===== config.mk =====
export PLATFORM = sky130hd
export DESIGN_NAME = tone_generator_flat
export DESIGN_NICKNAME = d
export VERILOG_FILES = /design/src/rtl/music_pkg.sv /design/src/rtl/tone_generator_if.sv /design/src/rtl/volume_pwm.sv /design/src/rtl/tone_generator.sv /design/src/flat_wrapper.sv
export SDC_FILE = /design/constraint.sdc
export NUM_CORES = 1
export LEC_CHECK = 0
export ABC_CLOCK_PERIOD_IN_PS = 3700
export BUFFER_PORTS_ARGS = -buffer_cell sky130_fd_sc_hd__buf_2
export CAP_MARGIN = 30
export CORE_ASPECT_RATIO = 1.4
export CORE_MARGIN = 8
export CORE_UTILIZATION = 59
export DETAILED_ROUTE_END_ITERATION = 10
export GPL_TIMING_DRIVEN = 1
export HOLD_SLACK_MARGIN = 0.02
export PLACE_DENSITY = 0.8
export SLEW_MARGIN = 10
export SYNTH_ARGS = -nofsm -noshare
export SYNTH_HDL_FRONTEND = slang
export SYNTH_SLANG_ARGS = --single-unit

===== constraint.sdc =====
create_clock -name clk -period 3.7 [get_ports clk]
set_clock_uncertainty 0.1 [all_clocks]
set_input_delay 0.74 -clock clk [delete_from_list [all_inputs] [get_ports clk]]
set_output_delay 0.74 -clock clk [all_outputs]
set_load 0.02 [all_outputs]

===== src/rtl/music_pkg.sv =====
// Shared definitions for the music playback blocks (tone_generator, music_streamer).
package music_pkg;
    localparam int TONE_W_DEF = 24;
    localparam int VOL_W_DEF  = 3;

    localparam logic [0:0] ST_IDLE = 1'b0;
    localparam logic [0:0] ST_PLAY = 1'b1;

    typedef struct packed {
        logic sq;
        logic active;
        logic tick;
    } tone_out_t;
endpackage


===== src/rtl/tone_generator_if.sv =====
// Control and speaker-drive bundle between the streamer side and tone_generator.
interface tone_generator_if #(
    parameter int TONE_W = music_pkg::TONE_W_DEF,
    parameter int VOL_W  = music_pkg::VOL_W_DEF
);
    logic [TONE_W-1:0] tone;
    logic              output_enable;
    logic [VOL_W-1:0]  volume;
    logic              square_wave_out;
    logic              note_active;
    logic              period_tick;

    modport master (
        output tone, output_enable, volume,
        input  square_wave_out, note_active, period_tick
    );
    modport slave (
        input  tone, output_enable, volume,
        output square_wave_out, note_active, period_tick
    );
endinterface


===== src/rtl/volume_pwm.sv =====
// Free-running carrier counter; duty_o is high while the carrier is at or below volume.
module volume_pwm import music_pkg::*; #(
    parameter int VOL_W = VOL_W_DEF
) (
    input  logic             clk,
    input  logic             rst,
    input  logic [VOL_W-1:0] volume_i,
    output logic             duty_o
);
    logic [VOL_W-1:0] carrier_q, carrier_d;

    // Wraps naturally at 2**VOL_W; never touched by tone changes.
    assign carrier_d = carrier_q + VOL_W'(1);
    assign duty_o    = (carrier_q <= volume_i);

    always_ff @(posedge clk) begin
        if (rst) begin
            carrier_q <= '0;
        end else begin
            carrier_q <= carrier_d;
        end
    end
endmodule


===== src/rtl/tone_generator.sv =====
// Square-wave tone generator: half-period counter, IDLE/PLAY control and registered outputs.
//   state | meaning
//   IDLE  | active_tone == 0, outputs quiet, waiting for enable and a nonzero tone
//   PLAY  | active_tone != 0, counting half-periods and toggling phase
module tone_generator import music_pkg::*; #(
    parameter int TONE_W = TONE_W_DEF,
    parameter int VOL_W  = VOL_W_DEF
) (
    input  logic             clk,
    input  logic             rst,
    tone_generator_if.slave  bus
);
    logic [TONE_W-1:0] active_q, active_d;
    logic [TONE_W-1:0] hp_q, hp_d;
    logic              phase_q, phase_d;
    logic [0:0]        state;
    logic              boundary;
    logic              duty;
    tone_out_t         out_q, out_d;

    volume_pwm #(.VOL_W(VOL_W)) u_pwm (
        .clk      (clk),
        .rst      (rst),
        .volume_i (bus.volume),
        .duty_o   (duty)
    );

    assign state    = (active_q != '0) ? ST_PLAY : ST_IDLE;
    assign boundary = (hp_q == active_q - TONE_W'(1));

    always_comb begin
        active_d = active_q;
        hp_d     = hp_q;
        phase_d  = phase_q;
        // Disable wins over everything, including a coincident boundary.
        if (!bus.output_enable) begin
            active_d = '0;
            hp_d     = '0;
            phase_d  = 1'b0;
        end else begin
            case (state)
                ST_IDLE: begin
                    if (bus.tone != '0) begin
                        active_d = bus.tone;
                        hp_d     = '0;
                        phase_d  = 1'b1;
                    end
                end
                ST_PLAY: begin
                    // The tone input is only looked at here, so a half-period never glitches.
                    if (boundary) begin
                        hp_d = '0;
                        if (bus.tone == '0) begin
                            active_d = '0;
                            phase_d  = 1'b0;
                        end else begin
                            active_d = bus.tone;
                            phase_d  = ~phase_q;
                        end
                    end else begin
                        hp_d = hp_q + TONE_W'(1);
                    end
                end
                default: begin
                    active_d = '0;
                    hp_d     = '0;
                    phase_d  = 1'b0;
                end
            endcase
        end
    end

    always_comb begin
        out_d        = '0;
        out_d.sq     = phase_q & duty & (state == ST_PLAY);
        out_d.active = (state == ST_PLAY);
        // A 1->0 phase change caused by dropping to IDLE is not a period tick.
        out_d.tick   = phase_q & ~phase_d & (active_d != '0);
    end

    always_ff @(posedge clk) begin
        if (rst) begin
            active_q <= '0;
            hp_q     <= '0;
            phase_q  <= 1'b0;
            out_q    <= '0;
        end else begin
            active_q <= active_d;
            hp_q     <= hp_d;
            phase_q  <= phase_d;
            out_q    <= out_d;
        end
    end

    assign bus.square_wave_out = out_q.sq;
    assign bus.note_active     = out_q.active;
    assign bus.period_tick     = out_q.tick;
endmodule


===== src/flat_wrapper.sv =====
// flat-port wrapper written by rule: the top's interface ports become plain ports
module tone_generator_flat import music_pkg::*;
#(
    parameter int TONE_W = TONE_W_DEF,
    parameter int VOL_W  = VOL_W_DEF
)
  (clk, rst, bus_tone, bus_output_enable, bus_volume, bus_square_wave_out, bus_note_active, bus_period_tick);
  tone_generator_if #(.TONE_W(TONE_W), .VOL_W(VOL_W)) bus_i ();
  input  logic clk;
  input  logic rst;
  input wire logic [$bits(bus_i.tone)-1:0] bus_tone;
  input wire logic [$bits(bus_i.output_enable)-1:0] bus_output_enable;
  input wire logic [$bits(bus_i.volume)-1:0] bus_volume;
  output wire logic [$bits(bus_i.square_wave_out)-1:0] bus_square_wave_out;
  output wire logic [$bits(bus_i.note_active)-1:0] bus_note_active;
  output wire logic [$bits(bus_i.period_tick)-1:0] bus_period_tick;
  assign bus_i.tone = bus_tone;
  assign bus_i.output_enable = bus_output_enable;
  assign bus_i.volume = bus_volume;
  assign bus_square_wave_out = bus_i.square_wave_out;
  assign bus_note_active = bus_i.note_active;
  assign bus_period_tick = bus_i.period_tick;
  tone_generator #(.TONE_W(TONE_W), .VOL_W(VOL_W)) u_core (.clk(clk), .rst(rst), .bus(bus_i));
endmodule

# Word level (Yosys, flattened, before mapping)
# Index checks and enable logic that the tools add are counted.
# W data, S select, Z words.
# word_totals
elab_cells	40
out_inout_bits	3
in_bits	30
regBits	55
# classes
bitwise_logic	8
n_reduce_logical	5
addsub	3
magnitude_cmp	1
mux	14
eq_ne	2
# ops
operator	n
$mux W24	6
$pmux W24 S2	2
$reduce_bool A24 Y1	3
$add A24 B1 Y24 const B	1
$eq A24 B24 Y1	1
$logic_not A24 Y1	1
$sub A24 B1 Y24 const B	1
$mux W1	5
$and A1 B1 Y1	4
$not A1 Y1	4
$add A3 B1 Y3 const B	1
$le A3 B3 Y1	1
$ne A2 B1 Y1 const B	1
$pmux W1 S2	1
$reduce_or A2 Y1	1

# Longest topological paths before layout
# Gate-level depths: netlist of run 1.
# logic_depth
word_depth	8
ltp_mapped	12
ltp_nobuf	10

# Hierarchy
# A second synthesis of run 1 with hierarchy kept.
# hier_totals
hier_cells	399
area_unflattened_um2	3291.9
# modules_own_cells
module	area_each_um2	seq_area_each_um2	cells_per_inst	instances
tone_generator	3120.5	1041.0	381	1
volume_pwm	171.4	60.1	18	1

# Worst setup path before layout of run 1
# OpenSTA, ideal clock, no wires.
# synth_path
path_kind	reg2reg
startpoint	register u_core.active_q[0]
endpoint	register u_core.active_q[10]
required_ps	3483
slack_ps	462
stages_incl_launch_ff	13
t_arrival_ps	3021
path_buffers	2
period_less_slack_ps	3238
setup_ps	117
path_cell_list	dfxtp_1 > inv_1 > ha_1 > or3b_1 > clkbuf_1 > or4_1 > a31o_2 > a22oi_1 > and4b_1 > a31oi_4 > o21a_2 > buf_6 > a22o_1
# synth_between
elab_chain_len	5
word_cells_on_any_way	8
classes_between	add/sub (1); eq/ne (1); mux (4); bitwise (1); reduce/logical (1)
# synth_lines
item	line	rtl
start: declaration	tone_generator.sv:13	logic [TONE_W-1:0] active_q, active_d;
start signal: assignment	tone_generator.sv:88	active_q <= active_d;
$sub A24 B1 Y24 / $reduce_bool A24 Y1 (equally long branches)	tone_generator.sv:29, tone_generator.sv:28	
$eq A24 B24 Y1 / $mux W1 (equally long branches)	tone_generator.sv:29, tone_generator.sv:28	
$mux W24 / $not A1 Y1 (equally long branches)	tone_generator.sv:51, tone_generator.sv:41	
$pmux W24 S2 (*)	tone_generator.sv:41	case (state)
$mux W24 (*)	tone_generator.sv:36	if (!bus.output_enable) begin
# Every way passes the cells marked *; elsewhere a longest branch is shown, timed or not.
# A chain may end at the register's enable or synchronous reset.

# Final worst setup path of run 1
# layout_path
startpoint	register u_core.active_q[0]
endpoint	register u_core.active_q[11]
# The elaborated chain is that of the path after synthesis.

==> results by stage, run 1 <==
Power and ir drop:
- The internal portion of total power is 1.39 mW.
- The leakage power is 1.44 nW.
- The part of the total power dissipated in sequential elements is 0.287.
- The worst vdd rail ir drop is 0.580 mV.
- The share of total power dissipated in the clock network is 0.132.
- The combinational cell fraction of total power is 0.582.
- Of the total power, the share spent switching nets is 0.465.
- For this design the total switching power over the nets is 1.21 mW.
- The ratio of total power to cell area is 726 nW/µm².

Min path:
- The worst hold path belongs to the class reg2reg.

Finish:
- The total number of nets in the final design is 458.
- The layout has 513 filler cells.
- The number of antenna repair diodes is 0.
- With fillers left out, the area of the finished cells amounts to 3580 µm².
- The area used by sequential logic in the layout is 1100 µm².
- The area growth from synthesis to layout is 11.4%.
- Of the cells placed in the final design, the portion with a size suffix greater than 1 is 0.139.
- The footprint of the multi-input gates is 2020 µm².

Setup path:
- At the worst endpoint, the arrival time is 3610 ps.
- In this run the worst path has a maximum fanout of 16.
- The worst setup path is of the reg2reg kind.
- For the worst setup path, the data required time is 3810 ps.
- The cell with the largest stage delay on the worst path is sky130_fd_sc_hd__or3b_1.
- In this design, the largest share of critical-path delay is due to simple AND/OR/NAND/NOR gates.
- On the worst path, the slowest cell contributes a delay of 510 ps.
- The nature of the critical path endpoint is a flop.
- The kind of start point of the critical path is a flop.
- The combined buffer and inverter count along the critical path is 1.
- Walking the worst path, the cells encountered are inv_1, ha_1, or3b_1, or4_1, a31o_2, a22oi_1, and4b_1, a31oi_4, o21a_2, a22o_1.

Timing:
- For the pin with the worst max-slew slack, the measured transition is 672 ps.
- The worst slew margin relative to its limit is 0.548.
- For this run, the top clock speed supported by timing is 286 MHz.
- Setup repair after global routing left no endpoint under its margin.
- The routed design could run at a clock period as short as 3500 ps.
- The number of setup violations in the final report is 0.
- Of the available clock period, the critical path in the final layout requires 0.947.
- The max-slew violation count is 0.
- The post-route setup TNS is 0 ps.
- The final-report hold violation count is 0.

Global route:
- Entering global routing, the biggest net connects 19 pins.
- The via count of the first global-routing pass is 3020.
- The total congestion overflow is 0.
- The wire length of the first global-routing pass is 14700 µm.
- The number of antenna violations at the first check in global routing is 0.
- In the global route stage, overall resource usage came out at 0.233.

Die:
- The starting utilization of the core area is 0.595.
- The area of the core is 5410 µm².
- The number of top-level design ports is 33.
- The width of the chip is 78.4 µm.
- The area of the die is 8100 µm².
- Row generation in the floorplan step produced 32 rows.
- The height of the die is 103 µm.

Yosys:
- In this run, synthesis inferred 0 flip-flops with an integrated enable.
- The share of synthesized area in the top cell type comes to 0.343.
- The netlist area before placement is 3210 µm².
- The share of the Yosys chip area taken by registers is 0.343.
- Counting every net in the synthesized netlist gives 421.
- The synthesized design contains 55 register bits.
- A synthesized cell averages 8.35 µm².
- The synthesized design spends more area on one cell type than any other, namely sky130_fd_sc_hd__dfxtp_1.
- Synthesis produced a netlist whose cell count is 385.
- The count of yosys warnings during synthesis is 0.
- Sorting the synthesized cells by area gives the leading types as sky130_fd_sc_hd__dfxtp_1 34%, sky130_fd_sc_hd__xor2_1 6.8%, sky130_fd_sc_hd__nor2_1 6.4%.
- Of all flip-flops after synthesis, the portion carrying an async set or reset was 0.
- Among all flip-flop cells after synthesis, the most frequent one is sky130_fd_sc_hd__dfxtp_1.
- Synthesis instantiated 59 different standard cells from the library.

Routing:
- After detailed routing, the number of vias per cell comes to 6.12.
- The routed design has 9080 µm of wire.
- The final antenna-violating net count is 0.
- The first-pass detailed-route iteration total is 5.
- In the final routed layout, each cell accounts on average for 18.5 µm.
- The final route contains 3007 vias.
- The number of DRC markers after the initial detailed-route iteration is 163.
- The residual DRC count is 0.

Placement:
- Port buffering added 32 buffers.
- Routability-driven placement finished with a final weighted congestion of 0.976.
- The placed wire-length estimate is 7210 µm.
- The placed instances occupy a cell area of 3490 µm².

Clocking:
- The number of clock sinks is 55.
- After clock tree synthesis, the flow added hold-fix buffers numbering 0.
- The tree is rooted in a sky130_fd_sc_hd__clkbuf_8.
- The insertion delay to the later sink of the worst-skew pair is 320 ps.
- After clock tree synthesis, the clock-pin slew on the worst setup and hold paths is 100 ps.
- Counting along the longest clock path gives a buffer depth of 2.
- The number of clock buffers inserted by TritonCTS is 5.
- The H-tree was split into 2 levels.
- TritonCTS built the clock tree.

Status:
- The run finished with clean final reports.

Job:
- Across the run, the number of max-cap violations was 0.
[metrics by stage]
stage | cells | utilization | hold slack (ps) | setup WS [ps] | total power [mW]
5_1_grt | 491 | 0.663 | 387 | 4.14 | 2.78
3_5_place_dp | 483 | 0.645 | 321 | 149 | 2.24
4_1_cts | 491 | 0.662 | 355 | 121 | 2.58
6_report | 491 | 0.663 | 362 | 198 | 2.60
3_3_place_gp | 483 | 0.645 | 313 | 207 | 2.22
2_1_floorplan | 385 | - | 302 | 462 | 1.80
[logic make-up after synthesis]
group,synth area share
mux,0.0249
buf+inv,0.0311
flops,0.343
compound gates,0.148
xor+xnor,0.131
fa+ha+maj,0.0234
simple gates,0.299
[flip-flops by register name, summed over array words and instances (netlist names)]
register	cells
u_core.active_q	24
u_core.hp_q	24
u_core.u_pwm.carrier_q	3
u_core.bus.note_active	1
u_core.bus.period_tick	1
u_core.bus.square_wave_out	1
u_core.phase_q	1
[cells in the mapped netlist (all sizes together) (2+ instances only)]
master,n
nor3b,3
ha,6
o311ai,2
xor2,25
or3,5
nand2b,4
mux2i,8
buf,5
o211ai,2
o31a,2
nor2b,5
a211oi,2
nor4b,3
clkbuf,10
a22oi,2
nor2,56
o21a,2
a21oi,4
and3,7
nand4,16
nor3,15
nand3,13
inv,8
a31oi,3
nor4,14
nand2,24
or2,2
or4,8
a22o,18
o31ai,2
xnor2,23
dfxtp,55
o21ai,13
[worst reg2reg max path: cells and delay by family, from the launching register on]
| family | cells | cell delay (ps) |
|---|---|---|
| DFF | 1 | 370 |
| buffers and inverters | 1 | 80 |
| adders and majority gates | 1 | 200 |
| AOI/OAI and AO/OA | 5 | 1310 |
| and+or+nand+nor | 3 | 1350 |
[worst paths after layout]
check / from / endpoint / slack, ps / cells past startpoint
worst min-delay path: u_core.u_pwm.carrier_q[0] / u_core.u_pwm.carrier_q[0] / 360 / 1
worst min register to register: u_core.u_pwm.carrier_q[0] / u_core.u_pwm.carrier_q[0] / 360 / 1
worst max register to register: u_core.active_q[0] / u_core.active_q[11] / 200 / 10
worst max-delay path: u_core.active_q[0] / u_core.active_q[11] / 200 / 10
[layer usage]
metal	GRT usage	vias to the layer above	wire length (µm)
met5	0	-	0
met4	0.140	0	385
met3	0.0355	30	292
met2	0.431	80	4750
met1	0.243	1412	3660
li1	-	1485	-
[area by class of cell]
class	count	share of cell area
Multi-Input combinational cell	307	0.563
Sequential cell	55	0.307
Tap cell	68	0.0238
Clock buffer	6	0.0203
Clock inverter	2	0.00489
Inverter	8	0.00838
Timing Repair Buffer	45	0.0720
[timing repair]
item                                    CTS  global route
endpoints found under the setup margin    0            18
resized for setup                         0             1
setup buffers                             0             0
[power groups by stage]
stage	Clock (mW)	Sequential (mW)	Combinational (mW)
3_5_place_dp	0	0.755	1.48
3_3_place_gp	0	0.752	1.47
6_report	0.343	0.745	1.51
4_1_cts	0.349	0.742	1.49
5_1_grt	0.375	0.753	1.66
2_1_floorplan	0	0.732	1.07
[cells in the final DEF, fill, tap and decap left out, types with 4 or more instances in the layout]
cell type and n:
sky130_fd_sc_hd__buf_2 32, sky130_fd_sc_hd__nand4_1 16, sky130_fd_sc_hd__dfxtp_1 55, sky130_fd_sc_hd__clkbuf_8 5, sky130_fd_sc_hd__nand3_1 13, sky130_fd_sc_hd__and3_1 7
sky130_fd_sc_hd__inv_1 8, sky130_fd_sc_hd__ha_1 6, sky130_fd_sc_hd__nand2b_1 4, sky130_fd_sc_hd__xnor2_1 23, sky130_fd_sc_hd__nor2_1 55, sky130_fd_sc_hd__a22o_1 18
sky130_fd_sc_hd__buf_4 13, sky130_fd_sc_hd__nor3_1 15, sky130_fd_sc_hd__nor4_1 14, sky130_fd_sc_hd__a21oi_1 4, sky130_fd_sc_hd__mux2i_1 8, sky130_fd_sc_hd__or4_1 8
sky130_fd_sc_hd__nor2b_1 5, sky130_fd_sc_hd__xor2_1 25, sky130_fd_sc_hd__nand2_1 24, sky130_fd_sc_hd__o21ai_0 10, sky130_fd_sc_hd__or3_1 5
(Power assumes the default switching activity.)
==> inputs of run 2 (changes only) <==
--- a/config.mk
+++ b/config.mk
@@ -8,13 +8,12 @@
 export ABC_CLOCK_PERIOD_IN_PS = 3700
 export BUFFER_PORTS_ARGS = -buffer_cell sky130_fd_sc_hd__buf_2
 export CAP_MARGIN = 30
-export CORE_ASPECT_RATIO = 1.4
 export CORE_MARGIN = 8
-export CORE_UTILIZATION = 59
+export CORE_UTILIZATION = 42
 export DETAILED_ROUTE_END_ITERATION = 10
 export GPL_TIMING_DRIVEN = 1
 export HOLD_SLACK_MARGIN = 0.02
-export PLACE_DENSITY = 0.8
+export PLACE_DENSITY = 0.58
 export SLEW_MARGIN = 10
 export SYNTH_ARGS = -nofsm -noshare
 export SYNTH_HDL_FRONTEND = slang
==> run 2 against run 1 <==
Count of clock-buffer cells in the layout is 1 lower. Critical path type unchanged. Critical path depth is 2 lower. Combinational power shrank 4%. Die area rose by 32%. Wire length shrank 4.9%. Hold slack worse by 16 ps. Cell area rose by 1.0%. Fmax rose by 0.72%. Sequential power grew 0.8%. Core utilization is 18 points lower. Non-clock buffer count fell by 5. Global-route usage down 6.3 points.
==> results by stage, run 2 (synthesis results as in run 1) <==
Timing:
- The time the worst path needs with I/O delays and setup is 3480 ps (-25.1 ps).
- The pin slew with the least headroom to its limit is 631 ps (-40.8 ps).
- The final-report hold violation count came to 0 (unchanged).
- The number of setup violations in the final report is 0 (unchanged).
- The highest achievable clock rate is 288 MHz (+0.72%).
- The post-route setup TNS was 0 ps (unchanged).
- The period utilization is 0.940 (-0.00677).
- The max-slew violation count is 0 (unchanged).
- The worst slew margin relative to its limit came to 0.578 (+0.0302).
- The worst-case hold slack is 346 ps (-15.7 ps).
- Setup repair after global routing left no endpoint under its margin.

Die:
- The number of top-level design ports came to 33 (unchanged).
- The area of the die was 10700 µm² (+32%).
- The width of the chip is 103 µm (+32%).
- The area of the core is 7570 µm² (+40%).
- The starting utilization of the core area is 0.425 (-0.170).
- The height of the die is 103 µm (+0.14%).
- The floorplan row count is 32 (unchanged).

Power and ir drop:
- The worst vdd rail ir drop is 0.302 mV (-48%).
- The switching share of power is 0.453 (-0.0129).
- The switching component of the power is 1.19 mW (-1.9%).
- The internal portion of total power is 1.44 mW (+3.3%).
- The ratio of total power to cell area is 725 nW/µm² (-0.15%).
- The part of the total power dissipated in sequential elements was 0.286 (about the same).
- The combinational cell fraction of total power is 0.554 (-0.028).
- The fraction of power consumed by the clock network is 0.160 (+0.028).
- The leakage power came to 1.43 nW (-0.81%).

Min path:
- The path with the worst hold slack has its endpoint at u_core.u_pwm.carrier_q[0].
- The kind of path behind the tightest hold check is reg2reg.
- The number of cells on the worst hold path is 1 (unchanged).
- The worst hold path begins at u_core.u_pwm.carrier_q[0].

Routing:
- The mean routed wirelength per cell is 16.6 µm (-10%).
- The residual DRC count was 0 (unchanged).
- The via density per instance is 5.60 (-8.6%).
- The wire length reported by the detailed router is 8640 µm (-4.9%).
- The via count is 2911 (-3.2%).
- The number of DRC markers after the initial detailed-route iteration was 139 (-15%).
- The first-pass detailed-route iteration total is 5 (unchanged).
- The final antenna-violating net count is 0 (unchanged).

Clocking:
- The number of clock buffers inserted by TritonCTS is 5 (unchanged).
- The cell chosen for the clock root is sky130_fd_sc_hd__clkbuf_8.
- The number of clock sinks is 55 (unchanged).
- The CTS tree is yes.
- The largest buffer count on any clock path is 2 (unchanged).
- The clock-pin slew on the worst setup and hold paths was 110 ps (about the same).
- The maximum level of the CTS H-tree came to 2 (unchanged).
- The quantity of hold-fixing buffers added after cts came to 0 (unchanged).
- The insertion delay to the later sink of the worst-skew pair is 320 ps (about the same).

Finish:
- The layout cell share with drive strength beyond 1 is 0.134 (-0.00551).
- The total number of nets in the final design is 453 (-1.1%).
- The library cells used most frequently in the layout, excluding fill and tap cells, are 55 x sky130_fd_sc_hd__nor2_1, 55 x sky130_fd_sc_hd__dfxtp_1, 32 x sky130_fd_sc_hd__buf_2, 25 x sky130_fd_sc_hd__xor2_1, 24 x sky130_fd_sc_hd__nand2_1.
- The largest registers in the layout are u_core.active_q: 24 flops, u_core.hp_q: 24 flops, u_core.u_pwm.carrier_q: 3 flops.
- The final-layout fill cell count is 725 (+41%).
- The footprint of the multi-input gates is 2020 µm² (+0.31%).
- Compared with the post-synthesis result, the final layout area differs by 12.6%.
- The number of antenna repair diodes is 0 (unchanged).
- The area used by sequential logic in the layout is 1100 µm² (unchanged).

Setup path:
- The minimum setup slack among reg-to-reg paths was 220 ps (+30 ps).
- The cell count of the worst reg-to-reg path is 8 (-2).
- The classification of the worst setup path is reg2reg.
- STA classifies the critical path startpoint as a flop.
- The largest fanout on the critical path is 16 (unchanged).
- The arrival time of data at the critical path endpoint is 3590 ps (-20 ps).
- The worst register-to-register path ends at u_core.active_q[2].
- The nature of the critical path endpoint is a flop.
- The critical register-to-register path startpoint is u_core.active_q[16].
- The data required time of the worst path was 3810 ps (about the same).

Global route:
- The number of antenna violations at the first check in global routing is 0 (unchanged).
- The total congestion overflow is 0 (unchanged).
- The pin count of the biggest net entering global routing is 22 (+3).
- The global router's overall resource usage is 0.170 (-0.0626).
- The via count of the first global-routing pass came to 2751 (-8.9%).
- The wire length of the first global-routing pass came to 14000 µm (-4.9%).

Placement:
- The placed wire-length estimate is 6930 µm (-3.9%).
- The routability congestion estimate from global placement is 0.915 (-6.2%).
- The number of buffers added on ports came to 32 (unchanged).

Job:
- The number of violations of the max-capacitance limit is 0 (unchanged).

Status:
- The run finished with clean final reports.
run 2: cell types whose count changed in the layout (fill, tap and decap cells not counted):
cell                        change
sky130_fd_sc_hd__bufinv_16      +1
sky130_fd_sc_hd__clkinv_4       -1
sky130_fd_sc_hd__nor4_1         -1
sky130_fd_sc_hd__buf_4          -5
sky130_fd_sc_hd__nor4_2         +1
sky130_fd_sc_hd__clkbuf_1       -1
sky130_fd_sc_hd__inv_6          +1
run 2: what timing repair did:
item,in CTS,in global routing
endpoints found under the setup margin,0,18
buffers inserted,0,0
resized for setup,0,2
run 2: critical path, cell delays in order (launching register included):
cell,delay [ps]
sky130_fd_sc_hd__dfxtp_1,400
sky130_fd_sc_hd__or4_1,570
sky130_fd_sc_hd__or4_1,530
sky130_fd_sc_hd__or3_1,350
sky130_fd_sc_hd__a22oi_1,240
sky130_fd_sc_hd__and4b_1,320
sky130_fd_sc_hd__a31oi_4,210
sky130_fd_sc_hd__o21a_2,390
sky130_fd_sc_hd__a22o_1,260
run 2: worst max-delay path by stage:
stage	from	endpoint	slack [ps]	depth (start not counted)
floorplan	u_core.active_q[0]	u_core.active_q[10]	460	12
global placement	u_core.active_q[0]	u_core.active_q[0]	210	8
detailed placement	u_core.active_q[16]	u_core.active_q[16]	140	8
CTS	u_core.active_q[16]	u_core.active_q[9]	100	8
global route	u_core.active_q[16]	u_core.active_q[12]	90	8
finish	u_core.active_q[16]	u_core.active_q[2]	220	8
run 2: stage by stage:
stage / worst slack [ps] / util / instances / power, mW / area, µm²
floorplan: 462 / - / 385 / 1.80 / 3210
global placement: 209 / 0.461 / 512 / 2.20 / 3490
detailed placement: 138 / 0.461 / 512 / 2.20 / 3490
CTS: 103 / 0.477 / 520 / 2.63 / 3610
global route: 86.5 / 0.478 / 520 / 2.81 / 3620
finish: 223 / 0.478 / 520 / 2.62 / 3620
run 2: power groups by stage:
stage / clock network (mW) / logic [mW] / registers, mW
floorplan: 0 / 1.07 / 0.732
global placement: 0 / 1.44 / 0.763
detailed placement: 0 / 1.44 / 0.763
CTS: 0.434 / 1.45 / 0.749
global route: 0.453 / 1.60 / 0.764
finish: 0.420 / 1.45 / 0.751
run 2: layer usage:
layer,GRT usage,wire length [µm]
met1,0.227,4220
met2,0.274,3940
met3,0.0281,364
met4,0.0523,115
met5,0,0
run 2: final cells by class:
class	instances	share of cell area
Inverter	8	0.00830
Tap cell	102	0.0353
Clock inverter	3	0.0131
Multi-Input combinational cell	307	0.559
Sequential cell	55	0.304
Timing Repair Buffer	40	0.0608
Clock buffer	5	0.0190
==> inputs of run 3 (changes only) <==
--- a/config.mk
+++ b/config.mk
@@ -5,6 +5,7 @@
 export SDC_FILE = /design/constraint.sdc
 export NUM_CORES = 1
 export LEC_CHECK = 0
+export ABC_AREA = 1
 export ABC_CLOCK_PERIOD_IN_PS = 3700
 export BUFFER_PORTS_ARGS = -buffer_cell sky130_fd_sc_hd__buf_2
 export CAP_MARGIN = 30
@@ -13,7 +14,7 @@
 export DETAILED_ROUTE_END_ITERATION = 10
 export GPL_TIMING_DRIVEN = 1
 export HOLD_SLACK_MARGIN = 0.02
-export PLACE_DENSITY = 0.58
+export PLACE_DENSITY = 0.57
 export SLEW_MARGIN = 10
 export SYNTH_ARGS = -nofsm -noshare
 export SYNTH_HDL_FRONTEND = slang
==> run 3 against run 2 <==
Count of clock-buffer cells in the layout rose by 1. Sequential cell count unchanged. Cell count grew 83%. Wire length increased by 61%. Core utilization is 1.6 points lower. Area after synthesis grew 45%. Critical path depth rose by 11. Global-route usage grew 2.3 points. Non-clock buffer count fell by 5. Register-to-register slack improved by 170 ps. First-iteration DRC count rose to 2.6 times the previous value. Die area up 38%. Largest cell class unchanged.
==> results by stage, run 3 <==
Yosys:
- The commonest cells after synthesis are 220 x sky130_fd_sc_hd__nand2_1, 114 x sky130_fd_sc_hd__inv_1, 107 x sky130_fd_sc_hd__nor2_1.
- The share of synthesized area occupied by flip-flops and latches is 0.236 (-0.106).
- Yosys attributes the largest share of cell area to sky130_fd_sc_hd__dfxtp_1 24%, sky130_fd_sc_hd__nand2_1 18%, sky130_fd_sc_hd__inv_1 9.2%.
- The netlist area before placement came to 4660 µm² (+45%).
- The area fraction of the dominant cell type after synthesis came to 0.236 (-0.106).
- The post-synth net total is 827 (+96%).
- The average instance area after synthesis came to 5.90 µm² (-29%).
- The dominant synthesized flop cell is sky130_fd_sc_hd__dfxtp_1.
- The count of yosys warnings during synthesis is 0 (unchanged).
- The most frequent cell after synthesis is sky130_fd_sc_hd__nand2_1.
- The number of distinct library cells after synthesis was 39 (-34%).
- The flip-flop and latch count after synthesis is 55 (unchanged).
- The cell count after synthesis came to 791 (+110%).
- The number of enable-type register cells in the synthesized netlist is 0 (unchanged).
- The async set-or-reset flop fraction in the synthesized netlist came to 0 (unchanged).
- The library cell occupying the most area in the post-synthesis netlist is sky130_fd_sc_hd__dfxtp_1.

Clocking:
- The insertion delay to the later sink of the worst-skew pair is 340 ps (+20 ps).
- The clock-pin slew on the worst setup and hold paths came to 110 ps (about the same).
- The quantity of hold-fixing buffers added after cts came to 0 (unchanged).
- The largest buffer count on any clock path is 2 (unchanged).
- The maximum level of the CTS H-tree was 2 (unchanged).
- The number of gates given a new drive strength after cts is 0 (unchanged).
- TritonCTS built the clock tree.
- The post-CTS setup-driven buffer insertion count is 0 (unchanged).
- The root buffer cell chosen for the clock tree is sky130_fd_sc_hd__clkbuf_8.
- The number of clock sinks is 55 (unchanged).
- The number of clock buffers inserted by TritonCTS is 5 (unchanged).

Setup path:
- The classification of the worst setup path is reg2reg.
- The most numerous cell type found on the critical path is sky130_fd_sc_hd__nand2_1.
- The data required time of the worst path is 3850 ps (+40 ps).
- The combined buffer and inverter count along the critical path was 1 (+1).
- The delay of the slowest cell on the worst path is 510 ps (-60 ps).
- The source of the critical timing path is u_core.active_q[0].
- The nature of the critical path endpoint is a flop.
- The largest fanout on the critical path came to 27 (+11).
- The critical path goes through inv_2, ha_1, nand2_2, nor2_4, nand4_1, nand2_1, nand2_1, nand2_1, nor2_1, nand2_2, nor2_8, nor2_4, nand2_1, nand3_1, nand2_1, nor2_1, nand2_1, nor2_1, a21oi_1.
- The cell with the largest stage delay on the worst path is sky130_fd_sc_hd__nor2_4.
- The worst register-to-register path begins at u_core.active_q[0].
- The arrival time of data at the critical path endpoint is 3460 ps (-130 ps).
- Broken down by cell family, the worst path's largest delay share belongs to simple AND/OR/NAND/NOR gates.
- The worst setup path is launched from a flop.

Global route:
- The via count of the first global-routing pass came to 4724 (+72%).
- The number of antenna violations at the first check in global routing is 0 (unchanged).
- The pin count of the biggest net entering global routing came to 31 (+41%).
- The total congestion overflow came to 0 (unchanged).
- The wire length of the first global-routing pass came to 22900 µm (+64%).
- The global router's overall resource usage is 0.194 (+0.0235).

Timing:
- Setup repair after global routing left no endpoint under its margin.
- The number of setup violations in the final report is 0 (unchanged).
- The time the worst path needs with I/O delays and setup is 3310 ps (-172 ps).
- The highest achievable clock rate came to 303 MHz (+5.2%).
- The post-route setup TNS came to 0 ps (unchanged).
- The worst slew margin relative to its limit is 0.412 (-0.166).
- The period utilization came to 0.893 (-0.0465).
- The pin slew with the least headroom to its limit is 879 ps (+248 ps).
- The final-report hold violation count is 0 (unchanged).
- The max-slew violation count is 0 (unchanged).

Finish:
- The total number of nets in the final design is 845 (+87%).
- The layout cell share with drive strength beyond 1 is 0.107 (-0.0266).
- The top cell types in the final layout, fill and taps aside, are 220 x sky130_fd_sc_hd__nand2_1, 114 x sky130_fd_sc_hd__inv_1, 107 x sky130_fd_sc_hd__nor2_1, 85 x sky130_fd_sc_hd__nand3_1, 55 x sky130_fd_sc_hd__dfxtp_1.
- Relative to the synthesized area, the layout overhead comes to 7.43%.
- The number of antenna repair diodes is 0 (unchanged).
- In the final layout, the registers with the most flip-flops are u_core.active_q: 24 flops, u_core.hp_q: 24 flops, u_core.u_pwm.carrier_q: 3 flops.
- Leaving out fill and tap cells, the most frequent cell in the layout is sky130_fd_sc_hd__nand2_1.

Die:
- The area of the die is 14700 µm² (+38%).
- The area of the core is 10800 µm² (+43%).
- The height of the die is 121 µm (+17%).
- The starting utilization of the core area is 0.430 (+0.00552).
- The number of top-level design ports is 33 (unchanged).
- The floorplan row count is 38 (+19%).
- The width of the chip is 121 µm (+17%).

Routing:
- The via density per instance is 5.06 (-9.7%).
- The mean routed wirelength per cell is 14.7 µm (-12%).
- The wire length reported by the detailed router came to 13900 µm (+61%).
- The residual DRC count is 0 (unchanged).
- The first-pass detailed-route iteration total is 5 (unchanged).
- The number of DRC markers after the initial detailed-route iteration is 360 (+160%).
- The final antenna-violating net count is 0 (unchanged).
- The via count is 4804 (+65%).

Min path:
- The kind of path behind the tightest hold check is reg2reg.
- In this run the most critical hold path is launched from u_core.u_pwm.carrier_q[0].

Placement:
- The routability congestion estimate from global placement is 0.930 (+1.6%).
- The placed wire-length estimate is 11100 µm (+60%).
- The number of buffers added on ports is 32 (unchanged).

Job:
- The number of violations of the max-capacitance limit is 0 (unchanged).

Status:
- The run finished with clean final reports.
-- run 3: cell count changes after synthesis, sizes merged, moves of 17 or more --
cell	previous run	this run
nand2	24	229
inv	8	119
nand3	13	90
nor2	56	129
a21oi	4	22
a22o	18	0
o21ai	13	30
-- run 3: area by class of cell --
class                      instances  area, µm²
multi-input combinational        592       2980
clock inverter                     2       38.8
fill                            1153       5830
sequential                        55       1100
timing repair buffer              35        183
tap                              140        175
clock buffer                       6       82.6
inverter                         120        450
-- run 3: kinds of logic after synthesis --
group | Yosys count | share of synthesized area
XOR/XNOR | 28 | 0.0555
adder cells (fa/ha/maj) | 6 | 0.0161
AND/OR/NAND/NOR | 494 | 0.490
flip-flops | 55 | 0.236
buffers and inverters | 144 | 0.125
AO/OA/AOI/OAI | 64 | 0.0778
-- run 3: worst paths after layout --
path         cells after the start                         to  slack, ps
max                             19     u_core.bus.period_tick        390
min                              1  u_core.u_pwm.carrier_q[0]        350
max reg2reg                     19     u_core.bus.period_tick        390
min reg2reg                      1  u_core.u_pwm.carrier_q[0]        350
-- run 3: layer usage --
layer  global-route usage  wire length (µm)  part of all wire  up-vias
li1                     -                 -                 -     2529
met1                0.247              6650              0.48     2157
met2                0.324              6420              0.46      101
met5                    0                 0                 0        -
met3               0.0279               599             0.043       17
met4               0.0702               257             0.018        0
-- run 3: per-stage QoR --
step	util	instance area [µm²]	worst slack, ps	std cells	hold WS, ps
2_1_floorplan	-	4660	1140	791	302
3_3_place_gp	0.451	4890	561	942	316
3_5_place_dp	0.451	4890	462	942	326
4_1_cts	0.462	5010	451	950	348
5_1_grt	0.462	5010	30.7	950	385
6_report	0.462	5010	395	950	352
Power of run 3 is not shown: default switching activity piles up to over one toggle a cycle in this logic, so the estimate is an artifact.
